**src/rtl/lcd_timing_gen.sv**
```systemverilog
// LCD raster timing generator: HS/VS/DE, pixel coordinates and line/frame markers.
// Raster starts only after the PLL lock has been stable for a fixed settle period.
//
// Ports:
//   clk          pixel clock, the only clock
//   rst_n        synchronous active-low reset
//   pll_lock     PLL lock indication (asynchronous, synchronized here)
//   pix_req      pixel request, leads lcd_de by PREFETCH clocks
//   lcd_hs       horizontal sync (polarity HS_POL)
//   lcd_vs       vertical sync (polarity VS_POL)
//   lcd_de       data enable
//   pix_x        column of the current DE pixel, 0 when lcd_de=0
//   pix_y        row of the current DE pixel, 0 when lcd_de=0
//   line_start   pulse with the first DE pixel of each line
//   frame_start  pulse with pixel (0,0) of each frame
//   running      high while the raster is running
module lcd_timing_gen #(
  parameter int H_ACTIVE  = 800,
  parameter int H_FP      = 40,
  parameter int H_SYNC    = 128,
  parameter int H_BP      = 88,
  parameter int V_ACTIVE  = 480,
  parameter int V_FP      = 13,
  parameter int V_SYNC    = 3,
  parameter int V_BP      = 29,
  parameter bit HS_POL    = 1'b0,
  parameter bit VS_POL    = 1'b0,
  parameter int PREFETCH  = 2,
  parameter int LOCK_WAIT = 1024
) (
  input  logic        clk,
  input  logic        rst_n,
  input  logic        pll_lock,
  output logic        pix_req,
  output logic        lcd_hs,
  output logic        lcd_vs,
  output logic        lcd_de,
  output logic [10:0] pix_x,
  output logic [9:0]  pix_y,
  output logic        line_start,
  output logic        frame_start,
  output logic        running
);

  localparam int H_TOTAL = H_ACTIVE + H_FP + H_SYNC + H_BP;
  localparam int V_TOTAL = V_ACTIVE + V_FP + V_SYNC + V_BP;
  localparam int SW      = $clog2(LOCK_WAIT + 1);

  localparam logic [10:0] H_ACT_L  = 11'(H_ACTIVE);
  localparam logic [10:0] H_HS0_L  = 11'(H_ACTIVE + H_FP);
  localparam logic [10:0] H_HS1_L  = 11'(H_ACTIVE + H_FP + H_SYNC);
  localparam logic [10:0] H_LAST_L = 11'(H_TOTAL - 1);
  localparam logic [9:0]  V_ACT_L  = 10'(V_ACTIVE);
  localparam logic [9:0]  V_VS0_L  = 10'(V_ACTIVE + V_FP);
  localparam logic [9:0]  V_VS1_L  = 10'(V_ACTIVE + V_FP + V_SYNC);
  localparam logic [9:0]  V_LAST_L = 10'(V_TOTAL - 1);
  localparam logic [SW-1:0] SET_LAST = SW'(LOCK_WAIT - 1);

  typedef enum logic [1:0] {
    WAIT_LOCK,
    SETTLE,
    RUN
  } state_t;

  // One pixel slot of the output pipeline; hs/vs are "active" flags,
  // polarity is applied only at the pins.
  typedef struct packed {
    logic        de;
    logic        hs;
    logic        vs;
    logic [10:0] x;
    logic [9:0]  y;
    logic        ls;
    logic        fs;
  } px_t;

  localparam px_t IDLE = '{
    de: 1'b0, hs: 1'b0, vs: 1'b0,
    x: 11'd0, y: 10'd0,
    ls: 1'b0, fs: 1'b0
  };

  logic          lock_m;
  logic          lock_s;
  state_t        state;
  state_t        state_nx;
  logic [SW-1:0] settle_cnt;
  logic [SW-1:0] settle_nx;
  logic          run_ok;
  logic [10:0]   h_cnt;
  logic [9:0]    v_cnt;
  logic          h_last;
  logic          v_last;
  px_t           s0;
  px_t           s1;
  px_t           pipe [PREFETCH];
  px_t           o;

  always_ff @(posedge clk) begin
    if (!rst_n) begin
      lock_m <= 1'b0;
      lock_s <= 1'b0;
    end else begin
      lock_m <= pll_lock;
      lock_s <= lock_m;
    end
  end

  always_ff @(posedge clk) begin
    if (!rst_n) begin
      state      <= WAIT_LOCK;
      settle_cnt <= '0;
    end else begin
      state      <= state_nx;
      settle_cnt <= settle_nx;
    end
  end

  always_comb begin
    state_nx  = state;
    settle_nx = '0;
    unique case (state)
      WAIT_LOCK: begin
        if (lock_s) state_nx = SETTLE;
      end
      SETTLE: begin
        if (!lock_s) begin
          state_nx = WAIT_LOCK;
        end else if (settle_cnt == SET_LAST) begin
          state_nx = RUN;
        end else begin
          settle_nx = settle_cnt + 1'b1;
        end
      end
      RUN: begin
        if (!lock_s) state_nx = WAIT_LOCK;
      end
      default: state_nx = WAIT_LOCK;
    endcase
  end

  // Lock loss flushes counters and pipeline on the same edge that
  // leaves RUN, so a relock always restarts at (0,0).
  assign run_ok = (state == RUN) && lock_s;
  assign h_last = (h_cnt == H_LAST_L);
  assign v_last = (v_cnt == V_LAST_L);

  always_ff @(posedge clk) begin
    if (!rst_n || !run_ok) begin
      h_cnt <= '0;
      v_cnt <= '0;
    end else if (h_last) begin
      h_cnt <= '0;
      v_cnt <= v_last ? '0 : v_cnt + 1'b1;
    end else begin
      h_cnt <= h_cnt + 1'b1;
    end
  end

  always_comb begin
    s0    = IDLE;
    s0.de = (h_cnt < H_ACT_L) && (v_cnt < V_ACT_L);
    s0.hs = (h_cnt >= H_HS0_L) && (h_cnt < H_HS1_L);
    s0.vs = (v_cnt >= V_VS0_L) && (v_cnt < V_VS1_L);
    s0.x  = s0.de ? h_cnt : '0;
    s0.y  = s0.de ? v_cnt : '0;
    s0.ls = s0.de && (h_cnt == '0);
    s0.fs = s0.de && (h_cnt == '0) && (v_cnt == '0);
  end

  always_ff @(posedge clk) begin
    if (!rst_n || !run_ok) begin
      s1 <= IDLE;
    end else begin
      s1 <= s0;
    end
  end

  always_ff @(posedge clk) begin
    if (!rst_n || !run_ok) begin
      for (int i = 0; i < PREFETCH; i++) pipe[i] <= IDLE;
    end else begin
      pipe[0] <= s1;
      for (int i = 1; i < PREFETCH; i++) pipe[i] <= pipe[i-1];
    end
  end

  assign o           = pipe[PREFETCH-1];
  assign pix_req     = s1.de;
  assign lcd_de      = o.de;
  assign lcd_hs      = o.hs ? HS_POL : ~HS_POL;
  assign lcd_vs      = o.vs ? VS_POL : ~VS_POL;
  assign pix_x       = o.x;
  assign pix_y       = o.y;
  assign line_start  = o.ls;
  assign frame_start = o.fs;
  assign running     = (state == RUN);

endmodule

```
**config.mk**
```make
export PLATFORM = sky130hd
export DESIGN_NAME = lcd_timing_gen
export DESIGN_NICKNAME = d
export VERILOG_FILES = /design/src/rtl/lcd_timing_gen.sv
export SDC_FILE = /design/constraint.sdc
export NUM_CORES = 1
export LEC_CHECK = 0
export BUFFER_PORTS_ARGS = -buffer_cell sky130_fd_sc_hd__clkbuf_2
export CORE_MARGIN = 4
export CORE_UTILIZATION = 55
export DETAILED_ROUTE_END_ITERATION = 12
export GPL_TIMING_DRIVEN = 1
export MAX_ROUTING_LAYER = met4
export PLACE_DENSITY = 0.79
export SYNTH_ARGS = -nofsm -noshare
export SYNTH_HDL_FRONTEND = slang
export SYNTH_SLANG_ARGS = --single-unit
```
**constraint.sdc**
```tcl
create_clock -name clk -period 2.5 [get_ports clk]
set_input_delay 0.625 -clock clk [delete_from_list [all_inputs] [get_ports clk]]
set_output_delay 0.625 -clock clk [all_outputs]
set_load 0.05 [all_outputs]
```
======== After elaboration in Yosys (flattened, before gate mapping) ========
Memory sizes are Yosys's and may differ from the RTL's.
Cells that the tools add are included.
storage, ports and cells
  register bits ........................... 62
  output and inout port bits .............. 28
  input port bits ......................... 3
  memories kept ........................... 1
  logic and storage cells ................. 66
  RAM bits ................................ 52
  latch bits .............................. 0
  memory bits (read-only) ................. 0
memories
  memory  depth  width  rd ports  clocked after Yosys merged registers in  wr ports  RTL line  RTL
  pipe    2      26     2         0                                        2         96        px_t pipe [PREFETCH];
cells by class
  $add $sub $neg .......................... 3
  bitwise logic cells ..................... 6
  reduce and logical (&&, ||, !) cells .... 16
  $lt $le $gt $ge ......................... 6
  muxes and demuxes ....................... 13
  multiply operators ...................... 0
  eq/ne operators ......................... 8
  shift operators ......................... 0
  divide/modulo/power cells ............... 0
operator list
  cell                                                                                    count
  26-bit 2-to-1 mux                                                                       2
  11-bit by 1-bit adder with 11-bit output (second input constant)                        2
  11-bit by 10-bit less-than comparator with 1-bit output (second input constant)         2
  10-bit by 9-bit less-than comparator with 1-bit output (second input constant)          2
  11-bit by 10-bit == test with 1-bit output (second input constant)                      1
  11-bit == test (second input constant)                                                  1
  11-bit by 10-bit greater-or-equal comparator with 1-bit output (second input constant)  1
  11-bit zero test                                                                        1
  10-bit by 1-bit adder with 10-bit output (second input constant)                        1
  10-bit == test (second input constant)                                                  1
  10-bit by 9-bit greater-or-equal comparator with 1-bit output (second input constant)   1
  10-bit zero test                                                                        1
  10-bit 2-to-1 mux                                                                       1
  2-bit 2-to-1 mux                                                                        4
  1-bit logical AND                                                                       6
  2-bit case mux with 3 select lines                                                      1
  1-bit 2-to-1 mux                                                                        5
  2-bit != test (second input constant)                                                   2
  1-bit inverter                                                                          4
  2-bit OR reduction                                                                      2
  4-bit OR reduction                                                                      1
  3-bit != test (second input constant)                                                   1
  3-bit AND reduction                                                                     1
  2-bit by 1-bit == test with 1-bit output (second input constant)                        1
  5 further kinds                                                                         7

======== Longest topological paths before layout ========
  depth in word-level cells ............... 7
  depth in mapped cells ................... 6
  depth with buffers taken out ............ 6

======== Worst setup path after synthesis ========
OpenSTA, ideal clock, no wires.
  kind .................................... register to register
  from .................................... register h_cnt[7]
  to ...................................... register v_cnt[9]
  setup time .............................. 67 ps
  stages on the path, launching flop included .. 6
  arrival time ............................ 2046 ps
  path slack .............................. 388 ps
  clock period less this slack ............ 2112 ps
  cell sequence ........................... dfxtp_1 > or4_4 > buf_6 > or4_4 > or3_1 > a21oi_2
between the ends
  cells in the longest elaborated chain, start to end .. 1
ends and longest elaborated chain
  item                    RTL line  RTL
  start, declared         90        logic [10:0] h_cnt;
  start signal, assigned  156       h_cnt <= h_cnt + 1'b1;
  11-bit == test          145       assign h_last = (h_cnt == H_LAST_L);
  end signal, assigned    154       v_cnt <= v_last ? '0 : v_cnt + 1'b1;
  end, declared           91        logic [9:0] v_cnt;
Every way passes these cells.
A chain may end at the register's enable or synchronous reset.

======== Worst setup path in the final report ========
  from .................................... register h_cnt[7]
  to ...................................... register v_cnt[5]
The elaborated chain is that of the path after synthesis.

==> results.py <==
metrics = {
    "layout": {
        "final_cell_mix": "114 x dfxtp_1, 73 x and2_1, 31 x nor2_1, 30 x clkbuf_2, 16 x clkbuf_16",
        "num_antenna_cells": 0,
        "area_delta_synth_final_pct": 18.81,
        "nets": 405,
        "drive_above_1_share_pct": 17.24,
        "layout_commonest_cell": "dfxtp_1",
    },
    "clocking": {
        "htreeDepth": 4,
        "cts-resized-gates": 0,
        "clk_path_buf_depth": 2,
        "cts_hold_buf": 0,
        "post_cts_buffers": 0,
        "clock_latency_ps": 510,
        "cts_tree": "done",
        "clockRootBuffer": "clkbuf_8",
        "clock-sinks": 114,
        "cts_buffers": 17,
        "path_clk_slew_ps": 50,
    },
    "logic_synthesis": {
        "synth_warnings": 0,
        "synth_top_cell_area_share_pct": 58.24,
        "synthAdderAreaFrac_pct": 2.235,
        "async_flop_share_pct": 0,
        "synth_xor_area_share_pct": 5.364,
        "synth-compound-area-share_pct": 2.522,
        "seq_area_frac_synth_pct": 58.24,
        "yosys.area.top_type": "dfxtp_1",
        "ys.flop_type": "dfxtp_1",
        "synth_edf_count": 0,
        "syn_avg_cell_area_um2": 10.39,
        "syn_inst": 377,
        "synthSimpleGateAreaFrac_pct": 24.74,
        "yosys-mux-area-fraction_pct": 0,
        "synthDistinctLibCells": 35,
        "netlist_area_um2": 3919,
        "synth-seq-cells": 114,
        "synth_top_family_by_area": "simple AND/OR/NAND/NOR gates",
        "synth.area.top_cells": "dfxtp_1 58%, and2_1 12%, buf_4 4.0%, xnor2_1 3.1%, nor2_1 3.0%",
    },
    "pwr": {
        "seq_power_share_pct": 41.3,
        "clock_power_share_pct": 58.6,
        "pwr-share-comb_pct": 0.1,
        "p_sw_share_pct": 17.53,
        "powerDensity_nw_per_um2": 948.0,
        "p_int_uw": 3640,
        "p_leak_uw": 0.001825,
        "switchingPower_uw": 773.6,
        "peakVddDrop_mv": 0.5315,
    },
    "critical_path": {
        "cp_cell_sequence": "or4_4 > or4_1 > o21ai_2 > nor2_1",
        "worst-setup-path-type": "reg -> reg",
        "critPathRequiredTime_ps": 2870,
        "worstRegToRegCells": 4,
        "critPathArrivalTime_ps": 2560,
        "critPathBufInv": 0,
        "end_kind": "flip-flop",
        "cpPeakStageDelay_ps": 610,
        "rr_startpoint": "h_cnt[7]$_SDFF_PP0_",
        "worst-path-max-fanout": 9,
        "cp_top_family": "simple AND/OR/NAND/NOR gates",
        "crit_slowest_cell": "or4_4",
        "cp-start-kind": "flip-flop",
        "r2r_setup_slack_ps": 320,
        "r2r-end": "v_cnt[5]$_SDFFE_PP0N_",
    },
    "min_path": {
        "worst_hold_path.endpoint": "lock_m$_SDFF_PN0_",
        "whs_path_depth": 2,
        "hp-start": "pll_lock",
        "hold_class": "in -> reg",
    },
    "status": {
        "status": "finished, final reports clean",
    },
    "route": {
        "num_vias": 2402,
        "drt_pass1_iterations": 4,
        "wl_per_cell_um": 12.51,
        "drt_iter0_drc": 222,
        "wl_um": 6281,
        "avgViaCountPerCell": 4.785,
        "drc_errors": 0,
        "antenna_left": 0,
    },
    "global_routing": {
        "grt_pass1_vias": 2359,
        "antenna_found_initial": 0,
        "grt_pass1_wl_um": 10650,
        "grt_overflow": 0,
        "grt_max_degree": 46,
        "track_usage_pct": 16.62,
    },
    "placement": {
        "hpwl_um": 3801,
        "place_congestion": 0.8673,
        "port-buffer-count": 30,
        "dp_slack_ps": 355.0,
    },
    "sta": {
        "timing.fmax_ghz": 0.4582,
        "tightest_slew_ps": 567.8,
        "finClkSkew_ps": 8.649,
        "rsz0062_at_grt": "no",
        "fin_crit_sh_pct": 87.30,
        "tns_ps": 0,
        "layout_setup_ws_ps": 317.6,
        "fin_crit_ps": 2182,
        "hold_violations": 0,
        "slew_headroom_pct": 61.80,
        "report.final.slew_viol_count": 0,
        "finalSetupViolCount": 0,
    },
    "floorplan": {
        "rows": 30,
        "die_w_um": 92.41,
        "dieHeight_um": 92.41,
        "core-area_um2": 6869,
        "ios": 31,
        "start_util_pct": 57.05,
        "dieArea_um2": 8540,
    },
    "job": {
        "maxCapViolCount": 0,
    },
}
==> Yosys cell counts, types with 2 or more instances <==
cell      count
dfxtp_1     114
nor3_1        6
nand4_1       6
or4_4         3
xnor2_1      14
o31ai_1       2
and2_1       73
inv_1        12
nand3_1       9
and3_1        4
a21oi_1       2
clkbuf_1     14
nand2_1      11
nor2b_1       2
ha_1          7
nor2_1       31
nand4b_1      4
and4_1        3
or3_1         3
o21ai_0       4
nor4_1       10
buf_4        21
xor2_1       10
==> state kept, by name, indices dropped and copies added (netlist names) <==
signal	cells
h_cnt	11
lock_m	1
lock_s	1
pipe	52
pix_req	1
s1	25
settle_cnt	11
state	2
v_cnt	10
==> through the flow <==
step	instance area (µm²)	power, µW	hold slack [ps]	utilization [%]	instances
after floorplan	3923	1863	405.7	-	378
after global placement	4008	1866	407.2	58.34	472
after detailed placement	4008	1866	409.7	58.34	472
after CTS	4656	4451	305.5	67.78	502
after global routing	4656	4541	317.8	67.78	502
final	4656	4414	325.3	67.78	502
==> cell type report <==
class / instances / area [µm²]
sequential: 114 / 2282
fill: 500 / 2213
multi-input combinational: 216 / 1380
clock buffer: 22 / 473.0
timing repair buffer: 34 / 180.2
clock inverter: 8 / 175.2
tap: 96 / 120.1
inverter: 12 / 45.04
==> cell families after synthesis <==
| logic type | count (synthesis) |
|---|---|
| fa+ha+maj | 7 |
| other cells | 1 |
| simple gates | 169 |
| xor+xnor | 24 |
| buf+inv | 48 |
| compound gates | 14 |
| flops | 114 |
==> worst max path at each step <==
stage	startpoint	endpoint	slack, ps	cells after the start
after detailed placement	h_cnt[7]$_SDFF_PP0_	v_cnt[2]$_SDFFE_PP0N_	350	4
after floorplan	h_cnt[7]$_SDFF_PP0_	v_cnt[9]$_SDFFE_PP0N_	390	5
final	h_cnt[7]$_SDFF_PP0_	v_cnt[5]$_SDFFE_PP0N_	320	4
after global routing	h_cnt[0]$_SDFF_PP0_	v_cnt[3]$_SDFFE_PP0N_	220	5
after CTS	h_cnt[7]$_SDFF_PP0_	v_cnt[4]$_SDFFE_PP0N_	340	4
after global placement	h_cnt[7]$_SDFF_PP0_	v_cnt[5]$_SDFFE_PP0N_	410	4
==> layer usage <==
metal	GRT usage, %	part of all wire (%)	vias up
li1	-	-	1237
met1	19.03	45	1097
met2	24.83	48	58
met3	6.824	5.3	10
met4	8.911	1.3	0
met5	-	0	-
==> power by group through the flow <==
stage | sequential (µW) | clock [µW] | combinational, µW
3_5_place_dp | 1860 | 0 | 4.33
4_1_cts | 1820 | 2620 | 4.30
2_1_floorplan | 1860 | 0 | 1.93
6_report | 1820 | 2590 | 4.28
5_1_grt | 1820 | 2710 | 5.06
3_3_place_gp | 1860 | 0 | 4.15
Power figures use the tool's default switching activity.
